### src/rtl/pat_pkg.sv
// Shared definitions for the pattern sequencer: FSM states, pointer widths
// and the bit layout of one pattern-sequence entry.
package pat_pkg;

  localparam int BUF_W       = 3;
  localparam int FIELD_W     = 5;
  localparam int REP_W       = 4;

  // Entry layout: [7] enable, [6:3] repeat count, [2:0] buffer index
  localparam int ENT_EN_BIT  = 7;
  localparam int ENT_REP_LSB = 3;
  localparam int ENT_BUF_LSB = 0;

  typedef enum logic [2:0] {
    ST_IDLE,
    ST_LOAD,
    ST_FETCH,
    ST_EMIT,
    ST_FINISH
  } state_t;

  typedef struct packed {
    logic             en;
    logic [REP_W-1:0] rep;
    logic [BUF_W-1:0] buf_idx;
  } entry_t;

  function automatic entry_t decode_entry(input logic [7:0] raw);
    entry_t e;
    e.en      = raw[ENT_EN_BIT];
    e.rep     = raw[ENT_REP_LSB +: REP_W];
    e.buf_idx = raw[ENT_BUF_LSB +: BUF_W];
    return e;
  endfunction

endpackage

### src/rtl/pat_seq_ctr.sv
// Counter cascade for the pattern sequencer: field pointer, repeat counter
// and entry index, with wrap flags for the controlling FSM.
module pat_seq_ctr
  import pat_pkg::*;
#(
  parameter int FIELDS  = 32,
  parameter int SEQ_LEN = 3,
  parameter int ENTRY_W = 2
) (
  input  logic               sclk,
  input  logic               rst_n,
  input  logic               clr,        // return every counter to zero
  input  logic               entry_clr,  // restart at entry 0
  input  logic               load,       // arm field/repeat for a new entry
  input  logic [REP_W-1:0]   rep_in,
  input  logic               skip,       // step past a disabled entry
  input  logic               step,       // one byte accepted downstream
  output logic [FIELD_W-1:0] fieldp,
  output logic [ENTRY_W-1:0] entry_idx,
  output logic               field_last,
  output logic               rep_zero,
  output logic               entry_last
);

  logic [REP_W-1:0] rep_cnt;
  logic             entry_adv;

  assign field_last = (fieldp == FIELD_W'(FIELDS - 1));
  assign rep_zero   = (rep_cnt == '0);
  assign entry_last = (entry_idx == ENTRY_W'(SEQ_LEN - 1));
  // The entry moves on once its last field of its last repeat is consumed
  assign entry_adv  = skip || (step && field_last && rep_zero);

  // Field -> repeat -> entry cascade; every counter wraps at its limit
  // NOTE: asynchronous active-low reset lives in the sensitivity list; the
  // synchronous clear below is a separate, lower-priority function.
  always_ff @(posedge sclk or negedge rst_n) begin
    if (!rst_n) begin
      fieldp    <= '0;
      rep_cnt   <= '0;
      entry_idx <= '0;
    end else if (clr) begin
      fieldp    <= '0;
      rep_cnt   <= '0;
      entry_idx <= '0;
    end else begin
      if (entry_clr) begin
        entry_idx <= '0;
      end else if (entry_adv) begin
        entry_idx <= entry_last ? '0 : entry_idx + 1'b1;
      end

      if (load) begin
        fieldp  <= '0;
        rep_cnt <= rep_in;
      end else if (step) begin
        if (!field_last) begin
          fieldp <= fieldp + 1'b1;
        end else if (!rep_zero) begin
          rep_cnt <= rep_cnt - 1'b1;
          fieldp  <= '0;
        end
      end
    end
  end

endmodule

### src/rtl/pattern_sequencer.sv
// Pattern sequencer: walks a table of (enable, repeat, buffer) entries and
// streams FIELDS bytes per repeat from the selected buffer over a
// valid/ready interface.
// Build option: define PATSEQ_LOOP_EN to replay the sequence forever (no
// done pulse) until stop.
module pattern_sequencer
  import pat_pkg::*;
#(
  parameter int FIELDS  = 32,
  parameter int SEQ_LEN = 3
) (
  input  logic                 sclk,
  input  logic                 rst_n,
  input  logic                 start,
  input  logic                 stop,
  input  logic [8*SEQ_LEN-1:0] pattern_sequence,
  input  logic [7:0]           field_byte,
  output logic [BUF_W-1:0]     bufp,
  output logic [FIELD_W-1:0]   fieldp,
  output logic [7:0]           out_byte,
  output logic                 out_valid,
  input  logic                 out_ready,
  output logic                 busy,
  output logic                 done
);

  localparam int ENTRY_W = (SEQ_LEN > 1) ? $clog2(SEQ_LEN) : 1;

`ifdef PATSEQ_LOOP_EN
  localparam bit LOOP_EN = 1'b1;
`else
  localparam bit LOOP_EN = 1'b0;
`endif

  state_t             state;
  entry_t             ent;
  logic [ENTRY_W-1:0] entry_idx;
  logic               field_last;
  logic               rep_zero;
  logic               entry_last;

  assign ent  = decode_entry(pattern_sequence[{entry_idx, 3'b000} +: 8]);
  assign busy = (state != ST_IDLE);

  pat_seq_ctr #(
    .FIELDS  (FIELDS),
    .SEQ_LEN (SEQ_LEN),
    .ENTRY_W (ENTRY_W)
  ) u_ctr (
    .sclk       (sclk),
    .rst_n      (rst_n),
    .clr        (stop),
    .entry_clr  (state == ST_IDLE && start),
    .load       (state == ST_LOAD && ent.en),
    .rep_in     (ent.rep),
    .skip       (state == ST_LOAD && !ent.en),
    .step       (state == ST_EMIT && out_ready),
    .fieldp     (fieldp),
    .entry_idx  (entry_idx),
    .field_last (field_last),
    .rep_zero   (rep_zero),
    .entry_last (entry_last)
  );

  // Playback FSM with registered bufp/out_byte/out_valid/done
  // NOTE: sequential state uses non-blocking assignments so every register
  // samples pre-edge values regardless of statement order.
  always_ff @(posedge sclk or negedge rst_n) begin
    if (!rst_n) begin
      state     <= ST_IDLE;
      bufp      <= '0;
      out_byte  <= '0;
      out_valid <= 1'b0;
      done      <= 1'b0;
    end else begin
      done <= 1'b0;
      if (stop) begin
        // Abort wins over everything, including a simultaneous start
        state     <= ST_IDLE;
        out_valid <= 1'b0;
      end else begin
        case (state)
          ST_IDLE: begin
            if (start) state <= ST_LOAD;
          end
          ST_LOAD: begin
            if (ent.en) begin
              bufp  <= ent.buf_idx;
              state <= ST_FETCH;
            end else if (entry_last) begin
              state <= LOOP_EN ? ST_LOAD : ST_FINISH;
              done  <= !LOOP_EN;
            end
          end
          ST_FETCH: begin
            // Buffer read data has had its one cycle of latency
            out_byte  <= field_byte;
            out_valid <= 1'b1;
            state     <= ST_EMIT;
          end
          ST_EMIT: begin
            if (out_ready) begin
              out_valid <= 1'b0;
              if (!(field_last && rep_zero)) begin
                state <= ST_FETCH;
              end else if (!entry_last) begin
                state <= ST_LOAD;
              end else begin
                state <= LOOP_EN ? ST_LOAD : ST_FINISH;
                done  <= !LOOP_EN;
              end
            end
          end
          ST_FINISH: begin
            state <= ST_IDLE;
          end
          default: begin
            state <= ST_IDLE;
          end
        endcase
      end
    end
  end

endmodule

### config.mk
export PLATFORM = sky130hd
export DESIGN_NAME = pattern_sequencer
export DESIGN_NICKNAME = d
export VERILOG_FILES = /design/src/rtl/pat_pkg.sv /design/src/rtl/pat_seq_ctr.sv /design/src/rtl/pattern_sequencer.sv
export SDC_FILE = /design/constraint.sdc
export NUM_CORES = 1
export LEC_CHECK = 0
export CORE_UTILIZATION = 41
export CTS_CLUSTER_DIAMETER = 100
export DETAILED_ROUTE_END_ITERATION = 10
export PLACE_DENSITY = 0.76
export SLEW_MARGIN = 20
export SYNTH_ARGS = -nofsm -noshare
export SYNTH_HDL_FRONTEND = slang
export SYNTH_SLANG_ARGS = --single-unit
### constraint.sdc
create_clock -name sclk -period 1.75 [get_ports sclk]
set_input_delay 0.35 -clock sclk [delete_from_list [all_inputs] [get_ports sclk]]
set_output_delay 0.35 -clock sclk [all_outputs]
set_load 0.03 [all_outputs]
* Yosys cells after proc, flatten, opt, wreduce, memory -nomap -nowiden *
Index checks and enable logic that the tools add are counted.
W data, S select, Z words.

word-level totals
  register bits after elaboration = 27
  input port bits = 37

cells by class
  equal/unequal tests = 10
  bitwise operators = 1
  reductions and logical operators = 22
  multiplexer cells = 31
  add/sub/neg operators = 3
  shift-type cells = 1

operators by type and width
  operator               number
  $mux W5                5
  $shiftx A24 B6 Y8      1
  $mux W3                7
  $mux W4                5
  $reduce_bool A3 Y1     5
  $pmux W3 S4            1
  $reduce_and A3 Y1      3
  $mux W2                4
  $logic_and A1 B1 Y1    7
  $mux W1                7
  $eq A3 B2 Y1 const B   2
  $ne A3 B3 Y1 const B   2
  $reduce_and A2 Y1      3
  $add A5 B1 Y5 const B  1
  $eq A5 B5 Y1 const B   1
  $logic_not A4 Y1       1
  $ne A4 B3 Y1 const B   1
  $ne A4 B4 Y1 const B   1
  $pmux W1 S2            2
  $sub A4 B1 Y4 const B  1
  $eq A3 B1 Y1 const B   1
  $logic_not A3 Y1       1
  $ne A3 B2 Y1 const B   1
  $add A2 B1 Y2 const B  1
  other kinds (4)        4

* Logic depth before layout (Yosys ltp) *
  depth after elaboration = 8
  mapped depth = 7
  depth with buffers taken out = 7

* Hierarchy *
Synthesis repeated with hierarchy kept, for this count alone.

unflattened totals
  cells, all modules = 160
  area, all modules = 1,581.5 um^2

modules (own cells, without submodules)
  module             times used  cells an instance  area an instance (um^2)
  pattern_sequencer  1           88                 912.1
  pat_seq_ctr        1           72                 669.4

* Least setup slack after synthesis *
OpenSTA, ideal clock, no wires.

  path type = register -> register
  start = register u_ctr.fieldp[0]
  end = register u_ctr.rep_cnt[1]
  data required time = 1.663 ns
  stages on the path, launching flop included = 7
  setup slack = -0.241 ns
  arrival = 1.905 ns
  path buffers = 0
  path through = dfrtp_1 ha_1 and3_1 ha_1 o311ai_1 mux2_2 a211oi_2

on the way
  longest elaborated chain between the ends = 3

RTL lines
  element                              RTL line           source
  from (decl)                          pat_seq_ctr.sv:18  output logic [FIELD_W-1:0] fieldp,
  from (signal assigned)               pat_seq_ctr.sv:58  fieldp <= fieldp + 1'b1;
  $eq A5 B5 Y1                         pat_seq_ctr.sv:28  assign field_last = (fieldp == FIELD_W'(FIELDS - 1));
  $reduce_bool A3 Y1 (no source line)  n/a
  $reduce_and A3 Y1 (no source line)   n/a
  to (signal assigned)                 pat_seq_ctr.sv:55  rep_cnt <= rep_in;
  to (signal assigned)                 pat_seq_ctr.sv:60  rep_cnt <= rep_cnt - 1'b1;
  to (decl)                            pat_seq_ctr.sv:25  logic [REP_W-1:0] rep_cnt;

No other way between the ends.
A chain may end at the register's enable or synchronous reset.

* Final worst setup path *
  start = register state[2]
  end = register bufp[1]

on the way
  longest elaborated chain between the ends = 2

RTL lines
  element                             RTL line                  source
  from (decl)                         pattern_sequencer.sv:35   state_t state;
  from (signal assigned)              pattern_sequencer.sv:91   state <= LOOP_EN ? ST_LOAD : ST_FINISH;
  from (signal assigned)              pattern_sequencer.sv:109  state <= LOOP_EN ? ST_LOAD : ST_FINISH;
  $eq A3 B1 Y1                        pattern_sequencer.sv:82   case (state)
  $reduce_and A3 Y1 (no source line)  n/a
  to (signal assigned)                pattern_sequencer.sv:88   bufp <= ent.buf_idx;
  to (decl)                           pattern_sequencer.sv:18   output logic [BUF_W-1:0] bufp,

No other way between the ends.

==> metrics.md <==
| Metric | Value |
|---|---|
| Count of pins on the block boundary | `between 50 and 60` |
| Static leakage | `between 1 and 1.5 nW` |
| Antenna violations before repair | `0` |
| Biggest fanout along the worst timing path | `5` |
| Setup repair after global routing missed its margin | `true` |
| Total of max-cap violations | `0` |
| CP cell instances | `or4b_4 -> a2bb2oi_4 -> nor2_4 -> mux2_1` |
| Final Hold Vio Count | `0` |
| Number of enable-type register cells in the synthesized netlist | `0` |
| Outcome | `finished clean` |
| Final TNS setup | `0 ns` |
| Path type of the worst setup path | `flip-flop to flip-flop` |
| Setup-failing EPs final | `0` |
| IR drop worst, VDD | `0.8807 mV` |
| Nets | `roughly 270` |
| Seq. cell area | `678.2 sq um` |
| Remaining Overflow, GRT | `0` |
| Pre-CTS setup slack | `-0.1253 ns` |
| Std-Cell Core Area | `0.003771 sq mm` |
| H-tree depth reported by CTS | `1` |
| Synth warn | `0` |
| Worst Hold Class | `input pin to async pin` |
| Maximum number of pins on one net before global-route repair | `28` |
| Final clock period utilization by the worst path | `99.16%` |
| Slew headroom | `76.36%` |
| First DRT Iteration DRCs | `113` |
| Number of global-route vias before repair | `1501` |
| Number of CTS-inserted buffers | `3` |
| Number of antenna cells inserted | `0` |
| Share of cells above drive strength 1 | `27.39%` |
| Setup WS post-layout | `0.01461 ns` |
| Post-synthesis instance area | `0.001669 sq mm` |
| Drt first pass iters | `4` |
| Launching point of the worst reg2reg path | `state[2]` |
| Per-cell via count in the routed design | `5.396` |
| Global-route total usage across every layer | `21.57%` |
| GP Congestion | `0.8205` |
| Avg Inst Size Synth | `between 10 and 15 sq um` |
| Finished Cell Area | `0.002599 sq mm` |
| Total power consumption of the routed design | `between 2 and 2.5 mW` |
| TritonCTS clock tree | `yes` |
| Total count of max-transition violations in the final report | `0` |
| Area of the die | `0.004330 sq mm` |
| Via count of the routed design | `1500` |
| Largest cells by area after synthesis | `dfrtp_1 (40%), mux2_4 (7.2%), mux2i_1 (6.6%)` |
| Depth of the worst register-to-register path | `4` |
| Worst path max stage delay | `0.55 ns` |
| Clock period minus worst slack | `around 1.7 ns` |
| Clock Tree Buf Depth | `2` |
| PD cells | `822.7 mW/mm^2` |
| Utilization of the core after routing | `~70%` |
| Portion of the post-synthesis area used by sequential elements | `roughly two fifths` |
| Post-synthesis cell count | `156` |
| Synthesis-to-finish area growth | `55.70%` |
| Total area of multi-input combinational cells | `0.001061 sq mm` |
| Launching element type of the critical path | `flip-flop` |
| Row count | `22` |
| Worst Tran Pin Value | `0.3546 ns` |
| Wire length reported by the detailed router | `4312 um` |
| Most area-hungry cell type in the Yosys netlist | `dfrtp_1` |
| Critical path required time | `1.91 ns` |
| Flops & latches, synth | `27` |
| Clock insertion delay at the later pin of the skew report | `about 0.28 ns` |
| Endpoint class of the critical path | `flip-flop` |
| Die X | `65.81 um` |
| Arrival time worst endpoint | `1.90 ns` |
| Peak clock frequency supported by timing | `576.2 MHz` |
| Global-route wire length before repair | `7044 um` |
| Number of buffers inserted by port buffering | `55` |
| R2r setup slk | `around 0.015 ns` |
| Max stage delay cell, worst path | `or4b_4` |
| Prevailing post-synth register cell | `dfrtp_1` |
| Count of distinct cell types in the synthesized netlist | `46` |
| Terminus of the critical flop-to-flop path | `bufp[1]` |
| Fillers | `256` |
| Async set-reset flop share out of synthesis | `100.0%` |
| Remaining design rule violation count | `0` |
| Number of nets produced by synthesis | `197` |
| Placed standard-cell area | `0.002454 sq mm` |
| Clock sink total | `27` |
| Starting density of the core | `~44%` |
| Post-CTS Hold Fix Bufs | `0` |
| HPWL after DPL | `3113 um` |
| Clock slew seen by the registers of the worst setup and hold paths | `~0.1 ns` |
| Clock tree root driver cell | `clkbuf_8` |
| Area share of the largest cell type after synthesis | `between 40% and 50%` |
| Y dimension of the die | `between 60 and 70 um` |
| Post-route ant nets | `0` |
| Maximum clock skew at final layout | `0.007464 ns` |
| DR WL/cell | `15.51 um` |
==> power breakdown <==
group          internal (mW)  leakage (nW)  switching (mW)  total, mW
registers              0.746         0.350          0.0791      0.825
logic                  0.488         0.731           0.454      0.942
clock network          0.162        0.0217           0.210      0.371
total                   1.40          1.10           0.743       2.14
==> cells in the mapped netlist, types with 5 or more instances <==
master,n
nor3_1,6
a211oi_1,7
dfrtp_1,27
a21oi_1,9
nor2b_1,5
nor2_1,13
nand3_1,7
mux2_4,8
mux2i_1,11
o21ai_0,7
==> worst max-delay path: cells and delay by family (launching register included) <==
kind	cells	cell delay [ns]
simple gates	2	0.68
compound gates	1	0.18
flops	1	0.44
mux	1	0.33
==> sequential cells by signal, indices dropped and copies added (netlist names) <==
| name | cells |
|---|---|
| u_ctr.entry_idx | 2 |
| out_valid | 1 |
| u_ctr.fieldp | 5 |
| bufp | 3 |
| done | 1 |
| u_ctr.rep_cnt | 4 |
| state | 3 |
| out_byte | 8 |
==> worst max-delay path by stage <==
stage	startpoint	end	slack [ns]
floorplan	u_ctr.entry_idx[0]	bufp[0]	-0.02
global placement	out_ready	u_ctr.rep_cnt[1]	-0.08
detailed placement	out_ready	u_ctr.rep_cnt[0]	-0.13
CTS	u_ctr.fieldp[0]	u_ctr.rep_cnt[1]	0.0004
global route	state[2]	u_ctr.rep_cnt[3]	-0.02
finish	state[2]	bufp[1]	0.01
==> metal layers <==
layer	wire length [um]	GRT usage, %	vias to the layer above
li1	-	-	724
met1	1898	28.03	722
met2	2182	36.22	48
met3	175	3.103	6
met4	56	7.609	0
met5	0	0	-
==> kinds of logic (layout without fill, tap and decap cells) <==
| logic type | Yosys count | after routing | share of synthesized area [%] |
|---|---|---|---|
| simple gates | 52 | 52 | 19.34 |
| compound gates | 35 | 35 | 15.29 |
| flops | 27 | 27 | 40.48 |
| mux | 24 | 24 | 17.32 |
| buf+inv | 13 | 87 | 4.047 |
| fa+ha+maj | 4 | 4 | 2.999 |
| xor+xnor | 1 | 1 | 0.5248 |
==> metrics by stage <==
| stage | cells | hold WS [ns] |
|---|---|---|
| 6_report | 278 | 0.4319 |
| 5_1_grt | 278 | 0.4848 |
| 4_1_cts | 277 | 0.4559 |
| 3_5_place_dp | 273 | 0.4823 |
| 3_3_place_gp | 273 | 0.4822 |
| 2_1_floorplan | 156 | 0.05441 |
==> layout make-up <==
type | count | share of cell area, %
inverter | 4 | 0.5778
timing repair buffer | 79 | 28.31
tap | 48 | 2.311
clock buffer | 3 | 1.589
clock inverter | 1 | 0.2889
sequential | 27 | 26.10
multi-input combinational | 116 | 40.83
==> cell usage in the layout, fill, tap and decap left out, drive strengths merged <==
| cell | count |
|---|---|
| nand4b | 1 |
| clkbuf | 3 |
| a311oi | 1 |
| or4b | 1 |
| o21bai | 1 |
| a21oi | 9 |
| dfrtp | 27 |
| nand4bb | 1 |
| a2bb2oi | 2 |
| and3b | 1 |
| and4b | 1 |
| nand2b | 1 |
| or3 | 1 |
| and3 | 1 |
| and2 | 1 |
| o311ai | 1 |
| ha | 4 |
| inv | 4 |
| o211ai | 1 |
| clkinvlp | 1 |
| o211a | 1 |
| a21boi | 2 |
| dlygate4sd2 | 5 |
| nor4 | 1 |
| mux2 | 12 |
| nor3 | 6 |
| nor4b | 1 |
| clkdlybuf4s50 | 49 |
| nor2b | 5 |
| mux2i | 12 |
| o21ai | 8 |
| nor3b | 2 |
| buf | 25 |
| a211oi | 9 |
| nor2 | 14 |
| nand3 | 7 |
| nand3b | 3 |
| nand2 | 4 |
| xnor2 | 1 |
==> repair_timing <==
item | 4_1_cts | 5_1_grt
gates resized for setup | 14 | 11
setup buffers | 0 | 1
setup endpoints to repair | 10 | 9
pin swaps | 1 | 2
Power figures use the tool's default switching activity.
